### config.mk
export PLATFORM = sky130hd
export DESIGN_NAME = seven_seg_8bit_decoder
export DESIGN_NICKNAME = d
export VERILOG_FILES = /design/src/rtl/seven_seg_pkg.sv /design/src/rtl/seven_seg_digit_decode.sv /design/src/rtl/seven_seg_8bit_decoder.sv
export SDC_FILE = /design/constraint.sdc
export NUM_CORES = 1
export LEC_CHECK = 0
export CAP_MARGIN = 40
export CELL_PAD_IN_SITES_DETAIL_PLACEMENT = 2
export CELL_PAD_IN_SITES_GLOBAL_PLACEMENT = 2
export CORE_AREA = 4 4 87 89
export CTS_BUF_LIST = sky130_fd_sc_hd__clkbuf_4 sky130_fd_sc_hd__clkbuf_8
export DETAILED_ROUTE_END_ITERATION = 6
export DIE_AREA = 0 0 91 93
export HOLD_SLACK_MARGIN = 0.15
export PLACE_DENSITY = 0.78
export SETUP_SLACK_MARGIN = 0.05
export SYNTH_ARGS = -nofsm -noshare
export SYNTH_HDL_FRONTEND = slang
export SYNTH_SLANG_ARGS = --single-unit
### constraint.sdc
create_clock -name clk -period 2.9 [get_ports clk]
set_input_delay 0.58 -clock clk [delete_from_list [all_inputs] [get_ports clk]]
set_output_delay 0.58 -clock clk [all_outputs]
set_load 0.02 [all_outputs]
### src/rtl/seven_seg_pkg.sv
// Seven-segment display constants shared by the display encoder and the loop-back decoder.
package seven_seg_pkg;

    // Active-low segment codes, bit order {g,f,e,d,c,b,a}
    localparam logic [6:0] SEG_DIGIT [0:9] = '{
        7'b1000000, 7'b1111001, 7'b0100100, 7'b0110000, 7'b0011001,
        7'b0010010, 7'b0000010, 7'b1111000, 7'b0000000, 7'b0010000
    };

    localparam logic [6:0] SEG_BLANK = 7'h7F;
    localparam int         MAX_MAG   = 99;

    typedef enum logic [1:0] {
        IDLE   = 2'd0,
        TRACK  = 2'd1,
        LOCKED = 2'd2
    } state_t;

endpackage

### src/rtl/seven_seg_digit_decode.sv
// Maps one active-low seven-segment pattern back to its decimal digit.
module seven_seg_digit_decode
    import seven_seg_pkg::*;
(
    input  logic [6:0] seg,
    output logic [3:0] digit,
    output logic       valid
);

    always_comb begin
        digit = 4'd0;
        valid = 1'b0;
        for (int i = 0; i < 10; i++) begin
            if (seg == SEG_DIGIT[i]) begin
                digit = 4'(i);
                valid = 1'b1;
            end
        end
    end

endmodule

### src/rtl/seven_seg_8bit_decoder.sv
// Glitch-filtered reconstruction of a signed two-digit value from the display segment lines.
module seven_seg_8bit_decoder
    import seven_seg_pkg::*;
#(
    parameter int unsigned STABLE_SAMPLES = 4
) (
    input  logic       clk,
    input  logic       rst,
    input  logic       sample_en,
    input  logic [6:0] seg_high,
    input  logic [6:0] seg_low,
    input  logic       dp_high,
    output logic [7:0] data_out,
    output logic       data_valid,
    output logic       code_err,
    output state_t     state_dbg
);

    // data_valid and code_err are single-cycle qualifiers with no back-pressure:
    // data_out is meaningful from the cycle data_valid is high until the next pulse.

    localparam logic [7:0]  STABLE_N  = 8'(STABLE_SAMPLES);
    localparam logic [14:0] RAW_RESET = {1'b1, SEG_BLANK, SEG_BLANK};

    logic [14:0] raw;
    logic [14:0] prev_raw;
    logic [7:0]  run_cnt;
    state_t      state;

    logic [3:0]  hi_digit, lo_digit;
    logic        hi_valid, lo_valid;
    logic [6:0]  mag;
    logic [7:0]  mag8;
    logic [7:0]  signed_val;
    logic        digits_ok;
    logic        same_raw;
    logic        do_restart, do_count, do_accept;

    assign raw       = {dp_high, seg_high, seg_low};
    assign same_raw  = (raw == prev_raw);
    assign state_dbg = state;

    seven_seg_digit_decode u_dec_high (
        .seg   (seg_high),
        .digit (hi_digit),
        .valid (hi_valid)
    );

    seven_seg_digit_decode u_dec_low (
        .seg   (seg_low),
        .digit (lo_digit),
        .valid (lo_valid)
    );

    assign mag        = 7'(hi_digit) * 7'd10 + 7'(lo_digit);
    assign mag8       = {1'b0, mag};
    assign digits_ok  = hi_valid && lo_valid && (mag <= 7'(MAX_MAG));
    // Negative zero folds naturally to 0 here
    assign signed_val = dp_high ? (8'd0 - mag8) : mag8;

    always_comb begin
        do_restart = 1'b0;
        do_count   = 1'b0;
        do_accept  = 1'b0;
        if (sample_en) begin
            case (state)
                IDLE:   do_restart = 1'b1;
                TRACK: begin
                    if (!same_raw)
                        do_restart = 1'b1;
                    else if (run_cnt + 8'd1 >= STABLE_N)
                        do_accept = 1'b1;
                    else
                        do_count = 1'b1;
                end
                LOCKED: do_restart = !same_raw;
                default: do_restart = 1'b1;
            endcase
            // A one-sample filter accepts on the very sample that starts the run
            if (do_restart && STABLE_N == 8'd1)
                do_accept = 1'b1;
        end
    end

    always_ff @(posedge clk or posedge rst) begin
        if (rst) begin
            state      <= IDLE;
            run_cnt    <= 8'd0;
            prev_raw   <= RAW_RESET;
            data_out   <= 8'd0;
            data_valid <= 1'b0;
            code_err   <= 1'b0;
        end else begin
            data_valid <= 1'b0;
            code_err   <= 1'b0;
            if (do_restart) begin
                prev_raw <= raw;
                run_cnt  <= 8'd1;
                state    <= do_accept ? LOCKED : TRACK;
            end else if (do_accept) begin
                run_cnt <= STABLE_N;
                state   <= LOCKED;
            end else if (do_count) begin
                run_cnt <= run_cnt + 8'd1;
            end
            if (do_accept) begin
                if (digits_ok) begin
                    data_out   <= signed_val;
                    data_valid <= 1'b1;
                end else begin
                    code_err <= 1'b1;
                end
            end
        end
    end

endmodule
==> flow_metrics.tcl, run 1 <==
set metrics [dict create \
    status "finished with violations" \
    violations "setup timing" \
    die-area_um2 8460 \
    cp.required_ns 3.10 \
    hold_violations 0 \
    hp-class "reg -> reg" \
    crit_slowest_cell "or4b_4" \
    ys_async_sr_fraction 1.00 \
    crit_type "in -> reg" \
    max_freq_mhz 263 \
    crit_family "compound AO/OA/AOI/OAI gates" \
    drcViolationCount 0 \
    grt_max_degree 26 \
    yosysTopAreaCell "dfrtp_1" \
    wirelength_um 12800 \
    drt_iter0_markers 180 \
    yosysTopAreaCellShare 0.201 \
    yosysUniqueCellTypes 57 \
    final_area_um2 3750 \
    clkSinkCount 35 \
    placedInstanceArea_um2 3290 \
    ys_warn_count 0 \
    htree_levels 2 \
    cp_common_cell "buf_6" \
    syn_to_final_growth_pct 50.7 \
    synth_flop_cell "dfrtp_1" \
    clk_latency_ns 0.32 \
    critPathArrivalTime_ns 4.00 \
    gp_congestion 0.753 \
    fin_crit_sh 1.31 \
    dp_slack_ns -1.54 \
    fillers 640 \
    wl_per_cell_um 30.8 \
    tightest_slew_ns 0.763 \
    firstDrtPassIters 4 \
    cts.hold.buffers_added 0 \
    syn_area_per_cell_um2 10.4 \
    synth_seq_cells 35 \
    dpl.hpwl_um 6490 \
    grt_pass1_vias 2784 \
    worstSetupEndpointType "flip-flop" \
    grt_util_met1 0.296 \
    cts_root_buffer "clkbuf_8" \
    p_leak_nw 1.72 \
    cts_tree "done" \
    post-route-util 0.555 \
    crit_fanout 7 \
    core_area_um2 6760 \
    seq_area_frac_synth 0.360 \
    detail-route-antenna-nets 0 \
    finClkSkew_ns 0.0142 \
    crit_buf_inv 4 \
    cap_violations 0 \
    initial_utilization 0.368 \
    portBuffers 29 \
    cp_cell_sequence "buf_6 -> buf_6 -> or4b_4 -> o21ai_4 -> a21oi_2 -> inv_1 -> ha_2 -> ha_1 -> a21oi_1 -> nand2_1 -> xor2_2 -> o311ai_4 -> buf_6 -> nand4b_4 -> mux2_4" \
    power_density_nw_per_um2 338 \
    grt_pass1_wl_um 16800 \
    setup_viol 10 \
    synth-edff-count 0 \
    max_slew_margin 0.478 \
    via_per_inst 6.01 \
    rsz0062_at_grt "yes" \
    grt_usage 0.266 \
    syn-cell-area_um2 2490 \
    cpPeakStageDelay_ns 0.53 \
    io_pins 30 \
    synth_nets 271 \
    vias 2500 \
    n_antenna_cell 0 \
    peakVddDrop_mv 0.220 \
    die_h_um 93 \
    layout-drive-gt1-share 0.503 \
    post-route-min-period_ns 3.80 \
    gr-total-overflow 0 \
    fin_ws_ns -0.896 \
    busiest_layer "met2" \
    nets 367 \
    start_kind "primary input" \
    clk_pin_slew_ns 0.09 \
    rows 30 \
    die_x_um 91 \
    tritoncts.num_buffers 5 \
    drv_slew 0 \
    grtUsageMet3 0.0563 \
    synth.area.top_cells "dfrtp_1 (20%), dfstp_2 (16%), mux2_2 (10%)" \
    antenna_found_initial 0 \
    clockBufferDepth 2 \
    syn_inst 239 \
    grtUsageMet2 0.492 \
]
==> routing by layer <==
layer | wire length, um | part of all wire
met5 | 0 | 0
met4 | 517 | 0.040
met3 | 594 | 0.046
met2 | 6690 | 0.52
met1 | 5000 | 0.39
==> synthesized netlist by cell type (all sizes together), types with 3 or more instances <==
| cell type | number |
|---|---|
| a21boi | 3 |
| a21oi | 7 |
| a31oi | 3 |
| and4 | 4 |
| buf | 11 |
| clkbuf | 5 |
| dfrtp | 20 |
| dfstp | 15 |
| ha | 12 |
| inv | 16 |
| mux2 | 23 |
| nand2 | 5 |
| nand2b | 3 |
| nand3 | 5 |
| nand4 | 4 |
| nand4b | 3 |
| nor2 | 11 |
| nor2b | 7 |
| nor3 | 5 |
| nor4 | 4 |
| o21ai | 7 |
| o22ai | 3 |
| xnor2 | 19 |
| xor2 | 6 |
==> through the flow <==
step | hold slack, ns | instances | total power, W | TNS [ns]
floorplan | 0.482 | 239 | 0.000689 | -7.20
global placement | 0.493 | 393 | 0.000783 | -12.70
detailed placement | 0.501 | 393 | 0.000802 | -17.82
CTS | 0.517 | 408 | 0.00120 | -6.88
global route | 0.551 | 416 | 0.00130 | -8.58
finish | 0.541 | 416 | 0.00127 | -8.24
==> kinds of logic after synthesis <==
kind of cell,count (synthesis),synth area share
XOR/XNOR,26,0.0971
AND/OR/NAND/NOR,63,0.168
AO/OA/AOI/OAI,44,0.129
buffers and inverters,32,0.0574
adder cells (fa/ha/maj),14,0.0765
multiplexers,25,0.112
flip-flops,35,0.360
==> path summary, 6_finish.rpt <==
| kind | from | endpoint | slack, ns | cells after the start |
|---|---|---|---|---|
| setup / recovery | seg_high[6] | data_out[3]$_DFFE_PP0P_ | -0.90 | 15 |
| hold / removal | data_out[1]$_DFFE_PP0P_ | data_out[1]$_DFFE_PP0P_ | 0.54 | 1 |
| setup reg to reg | run_cnt[4]$_DFFE_PP0P_ | data_out[2]$_DFFE_PP0P_ | 0.22 | 6 |
| hold reg to reg | data_out[1]$_DFFE_PP0P_ | data_out[1]$_DFFE_PP0P_ | 0.54 | 1 |
| max in group asynchronous | rst | prev_raw[0]$_DFFE_PP1P_ | 1.56 | 3 |
| min in group asynchronous | rst | run_cnt[4]$_DFFE_PP0P_ | 0.56 | 2 |
==> placed cells by master, fill, tap and decap left out, types with 4 or more instances in the layout <==
cell type	count
clkdlybuf4s50_1	17
mux2_2	21
o21ai_0	4
xnor2_1	18
dfrtp_1	20
nor2_1	8
nand2_1	5
buf_4	66
nand3_1	4
clkbuf_8	5
inv_1	13
nor2b_1	6
dfstp_2	15
nand4_1	4
ha_1	8
dlymetal6s2s_1	4
a21oi_1	4
xor2_1	4
and4_1	4
buf_6	10
==> sequential cells by signal, indices dropped and copies added (netlist names) <==
| register | count |
|---|---|
| data_valid | 1 |
| code_err | 1 |
| prev_raw | 15 |
| run_cnt | 8 |
| state_dbg | 2 |
| data_out | 8 |
==> timing repair <==
item	4_1_cts	5_1_grt
resized for setup	55	33
pin swaps	10	15
cloned	1	0
endpoints found under the setup margin	12	25
buffers inserted	6	7
==> where the power goes <==
| part | internal [W] | total (W) | switching, W | leakage [nW] |
|---|---|---|---|---|
| Combinational | 0.000150 | 0.000318 | 0.000168 | 1.25 |
| Sequential | 0.000527 | 0.000549 | 0.0000221 | 0.427 |
| Clock | 0.000178 | 0.000399 | 0.000221 | 0.0446 |
| Total | 0.000855 | 0.00127 | 0.000411 | 1.72 |
==> cell type report <==
class,count,area (um2),area share
clock inverter,2,12.5,0.00334
timing repair buffer,104,896,0.239
inverter,16,62.6,0.0167
multi-input combinational,173,1710,0.455
tap,80,100,0.0267
sequential,35,895,0.239
clock buffer,6,76.3,0.0204
No activity file was read; power rests on OpenSTA's default activity.
==> run 2: changes to the inputs <==
--- a/config.mk
+++ b/config.mk
@@ -5,15 +5,16 @@
 export SDC_FILE = /design/constraint.sdc
 export NUM_CORES = 1
 export LEC_CHECK = 0
+export ABC_AREA = 1
 export CAP_MARGIN = 40
 export CELL_PAD_IN_SITES_DETAIL_PLACEMENT = 2
 export CELL_PAD_IN_SITES_GLOBAL_PLACEMENT = 2
-export CORE_AREA = 4 4 87 89
+export CORE_AREA = 4 4 88 110
 export CTS_BUF_LIST = sky130_fd_sc_hd__clkbuf_4 sky130_fd_sc_hd__clkbuf_8
 export DETAILED_ROUTE_END_ITERATION = 6
-export DIE_AREA = 0 0 91 93
+export DIE_AREA = 0 0 92 114
 export HOLD_SLACK_MARGIN = 0.15
-export PLACE_DENSITY = 0.78
+export PLACE_DENSITY = 0.8
 export SETUP_SLACK_MARGIN = 0.05
 export SYNTH_ARGS = -nofsm -noshare
 export SYNTH_HDL_FRONTEND = slang
==> run 2 against run 1 <==
The flow still finishes with violations (setup timing); synthesized cell count up 74%; cell area up 16%; count of clock-buffer cells in the layout up 1; combinational power up 14%; critical path type unchanged; power up 11%; final cell count up 55%; critical endpoint is now data_out[6]$_DFFE_PP0P_.
==> flow_metrics.tcl, run 2 <==
set metrics [dict create \
    via_per_inst 5.11 \
    finClkSkew_ns 0.0109 \
    yosysTopAreaCellShare 0.179 \
    grt_pass1_vias 3899 \
    crit_slowest_cell "fa_2" \
    portBuffers 29 \
    hp-class "reg -> reg" \
    dpl.hpwl_um 8530 \
    synth-compound-area-share 0.0563 \
    drt_iter0_markers 124 \
    grt_max_degree 36 \
    die_h_um 114 \
    grt_util_met1 0.313 \
    synth_flop_cell "dfrtp_1" \
    n_antenna_cell 0 \
    seq_area_frac_synth 0.319 \
    tightest_slew_ns 0.611 \
    detail-route-antenna-nets 0 \
    crit_fanout 3 \
    syn_area_per_cell_um2 6.75 \
    nets 557 \
    drcViolationCount 0 \
    p_leak_nw 2.18 \
    grtUsageMet2 0.536 \
    layout.cells.non_filler 646 \
    ys_warn_count 0 \
    cp_cell_sequence "buf_8 -> nor2_4 -> buf_6 -> nand4_1 -> nand4_1 -> ha_4 -> ha_4 -> inv_2 -> fa_2 -> nor2_4 -> nand3_2 -> nand2_2 -> inv_2 -> nand2_4 -> buf_4 -> buf_4 -> nand2_2 -> nand2_1 -> nand2_1 -> inv_1 -> nand3_2 -> nand2_2" \
    core_area_um2 8650 \
    synth-edff-count 0 \
    wl_per_cell_um 23.4 \
    max_slew_margin 0.591 \
    ys_async_sr_fraction 1.00 \
    layout_common_cells "nand2_1 (104), buf_4 (79), inv_1 (43)" \
    crit_type "in -> reg" \
    cpPeakStageDelay_ns 0.58 \
    yosysTopAreaCell "dfrtp_1" \
    busiest_layer "met2" \
    die_x_um 92 \
    cts.hold.buffers_added 0 \
    cap_violations 0 \
    syn_inst 415 \
    critPathArrivalTime_ns 3.47 \
    status "finished with violations" \
    fin_ws_ns -0.356 \
    largest_reg_flops 15 \
    cts_root_buffer "clkbuf_8" \
    cts_tree "done" \
    io_pins 30 \
    cp_common_cell "nand2_2" \
    rsz0062_at_grt "yes" \
    syn-cell-area_um2 2800 \
    tritoncts.num_buffers 5 \
    layout-drive-gt1-share 0.424 \
    violations "setup timing" \
    yosys.area_share.xor_xnor 0.0751 \
    antenna_found_initial 0 \
    max_freq_mhz 307 \
    grt_pass1_wl_um 22400 \
    peakVddDrop_mv 0.162 \
    synth-adder-area-share 0.0679 \
    gp_congestion 0.854 \
    start_kind "primary input" \
    synth_nets 447 \
    grt_usage 0.282 \
    hold_violations 0 \
    worstSetupEndpointType "flip-flop" \
    power_density_nw_per_um2 323 \
    rows 38 \
    yosys.area_share.simple 0.372 \
    vias 3302 \
    syn_to_final_growth_pct 55.9 \
    setup_viol 10 \
    cp.required_ns 3.11 \
    die-area_um2 10500 \
    clkSinkCount 35 \
    synth.most_common_cell "nand2_1" \
    synth_mux_area_frac 0 \
    initial_utilization 0.324 \
    clockBufferDepth 2 \
    dp_cells 621 \
    top_register "prev_raw" \
    top_regs "prev_raw x15, data_out x8, run_cnt x8" \
    synth_top_family_by_area "simple AND/OR/NAND/NOR gates" \
    firstDrtPassIters 4 \
    timing.hold.ws_ns 0.495 \
    synth_seq_cells 35 \
    wirelength_um 15100 \
    layout_commonest_cell "nand2_1" \
    drv_slew 0 \
    clk_latency_ns 0.32 \
    fin_crit_sh 1.12 \
    grtUsageMet3 0.0356 \
    htree_levels 2 \
    gr-total-overflow 0 \
    yosysUniqueCellTypes 31 \
    netlist_top_cells_count "nand2_1 (133), inv_1 (55), nor2_1 (50)" \
    clk_pin_slew_ns 0.09 \
    synth.area.top_cells "dfrtp_1 (18%), nand2_1 (18%), dfstp_2 (14%)" \
    post-route-min-period_ns 3.26 \
]
-- run 2: cell count changes in the layout (fill, tap and decap cells not counted), moves of 9 or more --
cell,delta
inv_1,+30
mux2_2,-21
buf_4,+13
nand2_2,+26
nand2_1,+99
nor2_4,+10
nand3_1,+23
inv_2,+12
o21ai_0,+9
nor2_1,+24
-- run 2: cell families after synthesis --
family / Yosys count
fa+ha+maj: 14
xor+xnor: 24
flops: 35
buf+inv: 69
compound gates: 27
simple gates: 246
-- run 2: repair_timing --
action | in CTS | in global routing
cloned | 1 | 0
endpoints found under the setup margin | 10 | 10
setup buffers | 12 | 4
pin swaps | 29 | 27
endpoints found under the hold margin | 0 | 0
resized for setup | 107 | 68
-- run 2: cell type report --
| class | count | area, um2 |
|---|---|---|
| clock inverters | 1 | 30.0 |
| clock buffers | 7 | 83.8 |
| inverters | 59 | 229 |
| well taps | 120 | 150 |
| repair buffers | 112 | 930 |
| fillers | 980 | 4290 |
| multi-input cells | 312 | 2050 |
| flip-flops and latches | 35 | 895 |
-- run 2: worst paths after layout --
check	from	to	slack, ns	depth (start not counted)
setup / recovery	seg_high[1]	data_out[6]$_DFFE_PP0P_	-0.36	22
hold / removal	prev_raw[7]$_DFFE_PP1P_	prev_raw[7]$_DFFE_PP1P_	0.49	2
setup reg to reg	run_cnt[2]$_DFFE_PP0P_	data_out[7]$_DFFE_PP0P_	0.34	11
hold reg to reg	prev_raw[7]$_DFFE_PP1P_	prev_raw[7]$_DFFE_PP1P_	0.49	2
max in group asynchronous	rst	prev_raw[8]$_DFFE_PP1P_	1.84	3
min in group asynchronous	rst	data_out[1]$_DFFE_PP0P_	0.69	3
-- run 2: metrics by stage --
step | worst slack [ns] | power (W) | cell area [um2] | setup TNS (ns) | util
2_1_floorplan | -0.311 | 0.000703 | 2850 | -2.66 | -
3_3_place_gp | -0.848 | 0.000813 | 3690 | -8.17 | 0.427
3_5_place_dp | -1.15 | 0.000838 | 3690 | -11.03 | 0.427
4_1_cts | -0.131 | 0.00136 | 4120 | -1.02 | 0.476
5_1_grt | -0.465 | 0.00148 | 4360 | -3.83 | 0.504
6_report | -0.356 | 0.00141 | 4360 | -2.56 | 0.504
-- run 2: report_power, final --
group	switching (W)	internal, W
clock network	0.000224	0.000277
logic	0.000216	0.000148
registers	0.0000227	0.000523
-- run 2: per-layer routing --
layer | wire length [um] | share of wire
met2 | 8300 | 0.55
met1 | 5870 | 0.39
met5 | 0 | 0
met3 | 370 | 0.024
met4 | 596 | 0.039
-- run 2: worst max-delay path: cells and delay by family --
| kind | cells | cell delay [ns] |
|---|---|---|
| buffers and inverters | 7 | 0.68 |
| and+or+nand+nor | 12 | 1.30 |
| adders and majority gates | 3 | 0.89 |
==> run 3: changes to the inputs <==
--- a/config.mk
+++ b/config.mk
@@ -6,7 +6,7 @@
 export NUM_CORES = 1
 export LEC_CHECK = 0
 export ABC_AREA = 1
-export CAP_MARGIN = 40
+export CAP_MARGIN = 20
 export CELL_PAD_IN_SITES_DETAIL_PLACEMENT = 2
 export CELL_PAD_IN_SITES_GLOBAL_PLACEMENT = 2
 export CORE_AREA = 4 4 88 110
@@ -14,7 +14,7 @@
 export DETAILED_ROUTE_END_ITERATION = 6
 export DIE_AREA = 0 0 92 114
 export HOLD_SLACK_MARGIN = 0.15
-export PLACE_DENSITY = 0.8
+export PLACE_DENSITY_LB_ADDON = 0.25
 export SETUP_SLACK_MARGIN = 0.05
 export SYNTH_ARGS = -nofsm -noshare
 export SYNTH_HDL_FRONTEND = slang
==> run 3 against run 2 <==
The run still ends with setup timing left; sequential cell count unchanged; first-iteration DRC count up 65%; via count up 1.2%; register-to-register slack better by 0.09 ns; cell area down 0.37%; critical path depth down 3; final cell count up 0.15%; sequential power about the same; sequential share of layout area up 0.077 points; non-clock buffer count up 1; clock skew up 0.015 ns.
==> flow_metrics.tcl, run 3 (synthesis results as in run 2) <==
set metrics [dict create \
    clkSinkCount 35 \
    multiInputGateArea_um2 2030 \
    worstSetupEndpointType "flip-flop" \
    layout_common_cells "nand2_1 (101), buf_4 (78), inv_1 (45)" \
    top_regs "prev_raw x15, data_out x8, run_cnt x8" \
    peakVddDrop_mv 0.169 \
    tritoncts.num_buffers 5 \
    io_pins 30 \
    start_kind "primary input" \
    max_slew_margin 0.635 \
    drv_slew 0 \
    htree_levels 2 \
    grt_max_degree 36 \
    cp_common_cell "nand2_1" \
    violations "setup timing" \
    grt_pass1_vias 3644 \
    cp.required_ns 3.12 \
    layout-drive-gt1-share 0.408 \
    fin_ws_ns -0.332 \
    grt_util_met1 0.295 \
    portBuffers 29 \
    p_leak_nw 2.16 \
    fin_crit_sh 1.11 \
    firstDrtPassIters 4 \
    grt_usage 0.254 \
    cts_tree "done" \
    cpPeakStageDelay_ns 0.37 \
    rsz0062_at_grt "yes" \
    drt_iter0_markers 204 \
    crit_fanout 5 \
    crit_type "in -> reg" \
    cp_cell_sequence "clkdlybuf4s15_1 -> nand2_1 -> nor2_1 -> nand2_1 -> o21a_1 -> nand3_1 -> ha_4 -> fa_2 -> or2_1 -> nand2_2 -> buf_4 -> inv_1 -> nand2_2 -> buf_4 -> nand2_1 -> nand2_1 -> nand2_1 -> nand2_1 -> o21ai_2" \
    cap_violations 0 \
    wirelength_um 15600 \
    clockBufferDepth 2 \
    wl_per_cell_um 24.2 \
    core_area_um2 8650 \
    dpl.hpwl_um 8630 \
    detail-route-antenna-nets 0 \
    syn_to_final_growth_pct 55.3 \
    post-route-util 0.502 \
    clk_pin_slew_ns 0.10 \
    setup_viol 10 \
    post-route-min-period_ns 3.23 \
    cts_root_buffer "clkbuf_8" \
    rows 38 \
    n_antenna_cell 0 \
    finalPower_w 0.00134 \
    r2r_setup_slack_ns 0.43 \
    nets 558 \
    drcViolationCount 0 \
    top_register "prev_raw" \
    die-area_um2 10500 \
    grtUsageMet3 0.0218 \
    regArea_um2 895 \
    status "finished with violations" \
    hp-class "reg -> reg" \
    power_density_nw_per_um2 308 \
    antenna_found_initial 0 \
    layout_commonest_cell "nand2_1" \
    max_freq_mhz 309 \
    finClkSkew_ns 0.0255 \
    vias 3342 \
    via_per_inst 5.17 \
    initial_utilization 0.324 \
    tightest_slew_ns 0.545 \
    die_h_um 114 \
    gp_congestion 0.758 \
    clk_latency_ns 0.32 \
    die_x_um 92 \
    grtUsageMet2 0.484 \
    hold_violations 0 \
    crit_slowest_cell "fa_2" \
    fillers 991 \
    gr-total-overflow 0 \
    busiest_layer "met2" \
    grt_pass1_wl_um 20500 \
    largest_reg_flops 15 \
    critPathArrivalTime_ns 3.45 \
]
-- run 3: cell types whose count changed in the layout (fill, tap and decap cells not counted), moves of 3 or more --
cell      change
nand2_1       -3
nand3_2       -3
clkbuf_2      -3
nor2_2        -3
-- run 3: stage by stage --
stage	cell area [um2]	setup WS (ns)	hold WS, ns	std cells	TNS (ns)
finish	4350	-0.332	0.498	647	-2.66
CTS	4090	-0.158	0.498	641	-1.19
detailed placement	3680	-1.14	0.486	621	-11.07
floorplan	2850	-0.311	0.462	415	-2.66
global route	4350	-0.433	0.516	647	-3.64
global placement	3680	-0.903	0.470	621	-8.70
-- run 3: metal layers --
layer	vias up	part of all wire
li1	1509	-
met1	1682	0.37
met2	100	0.54
met3	51	0.032
met4	0	0.056
met5	-	0
-- run 3: repair_timing --
| item | CTS | global route |
|---|---|---|
| hold buffers | 0 | 0 |
| resized for setup | 112 | 54 |
| endpoints found under the setup margin | 10 | 10 |
| pin swaps | 46 | 32 |
| cloned | 1 | 0 |
| buffers inserted | 12 | 6 |
-- run 3: path summary, 6_finish.rpt --
check / startpoint / cells past startpoint / endpoint
min in group asynchronous: rst / 3 / data_valid$_DFF_PP0_
hold reg to reg: prev_raw[1]$_DFFE_PP1P_ / 2 / prev_raw[1]$_DFFE_PP1P_
hold / removal: prev_raw[1]$_DFFE_PP1P_ / 2 / prev_raw[1]$_DFFE_PP1P_
max in group asynchronous: rst / 3 / prev_raw[10]$_DFFE_PP1P_
setup reg to reg: prev_raw[14]$_DFFE_PP1P_ / 11 / data_out[5]$_DFFE_PP0P_
setup / recovery: seg_low[4] / 19 / data_out[5]$_DFFE_PP0P_
-- run 3: power by group --
part / internal, W / switching, W
clock: 0.000178 / 0.000226
sequential: 0.000523 / 0.0000223
combinational: 0.000156 / 0.000233
-- run 3: layout make-up --
cell class	count	area share
timing repair buffer	113	0.219
clock buffer	6	0.0176
clock inverter	2	0.00288
multi-input combinational	312	0.467
inverter	59	0.0529
tap	120	0.0345
sequential	35	0.206
-- run 3: worst max-delay path: cells and delay by family --
kind            cells  cell delay (ns)
simple gates       11             1.35
buf+inv             4             0.67
fa+ha+maj           2             0.60
compound gates      2             0.25
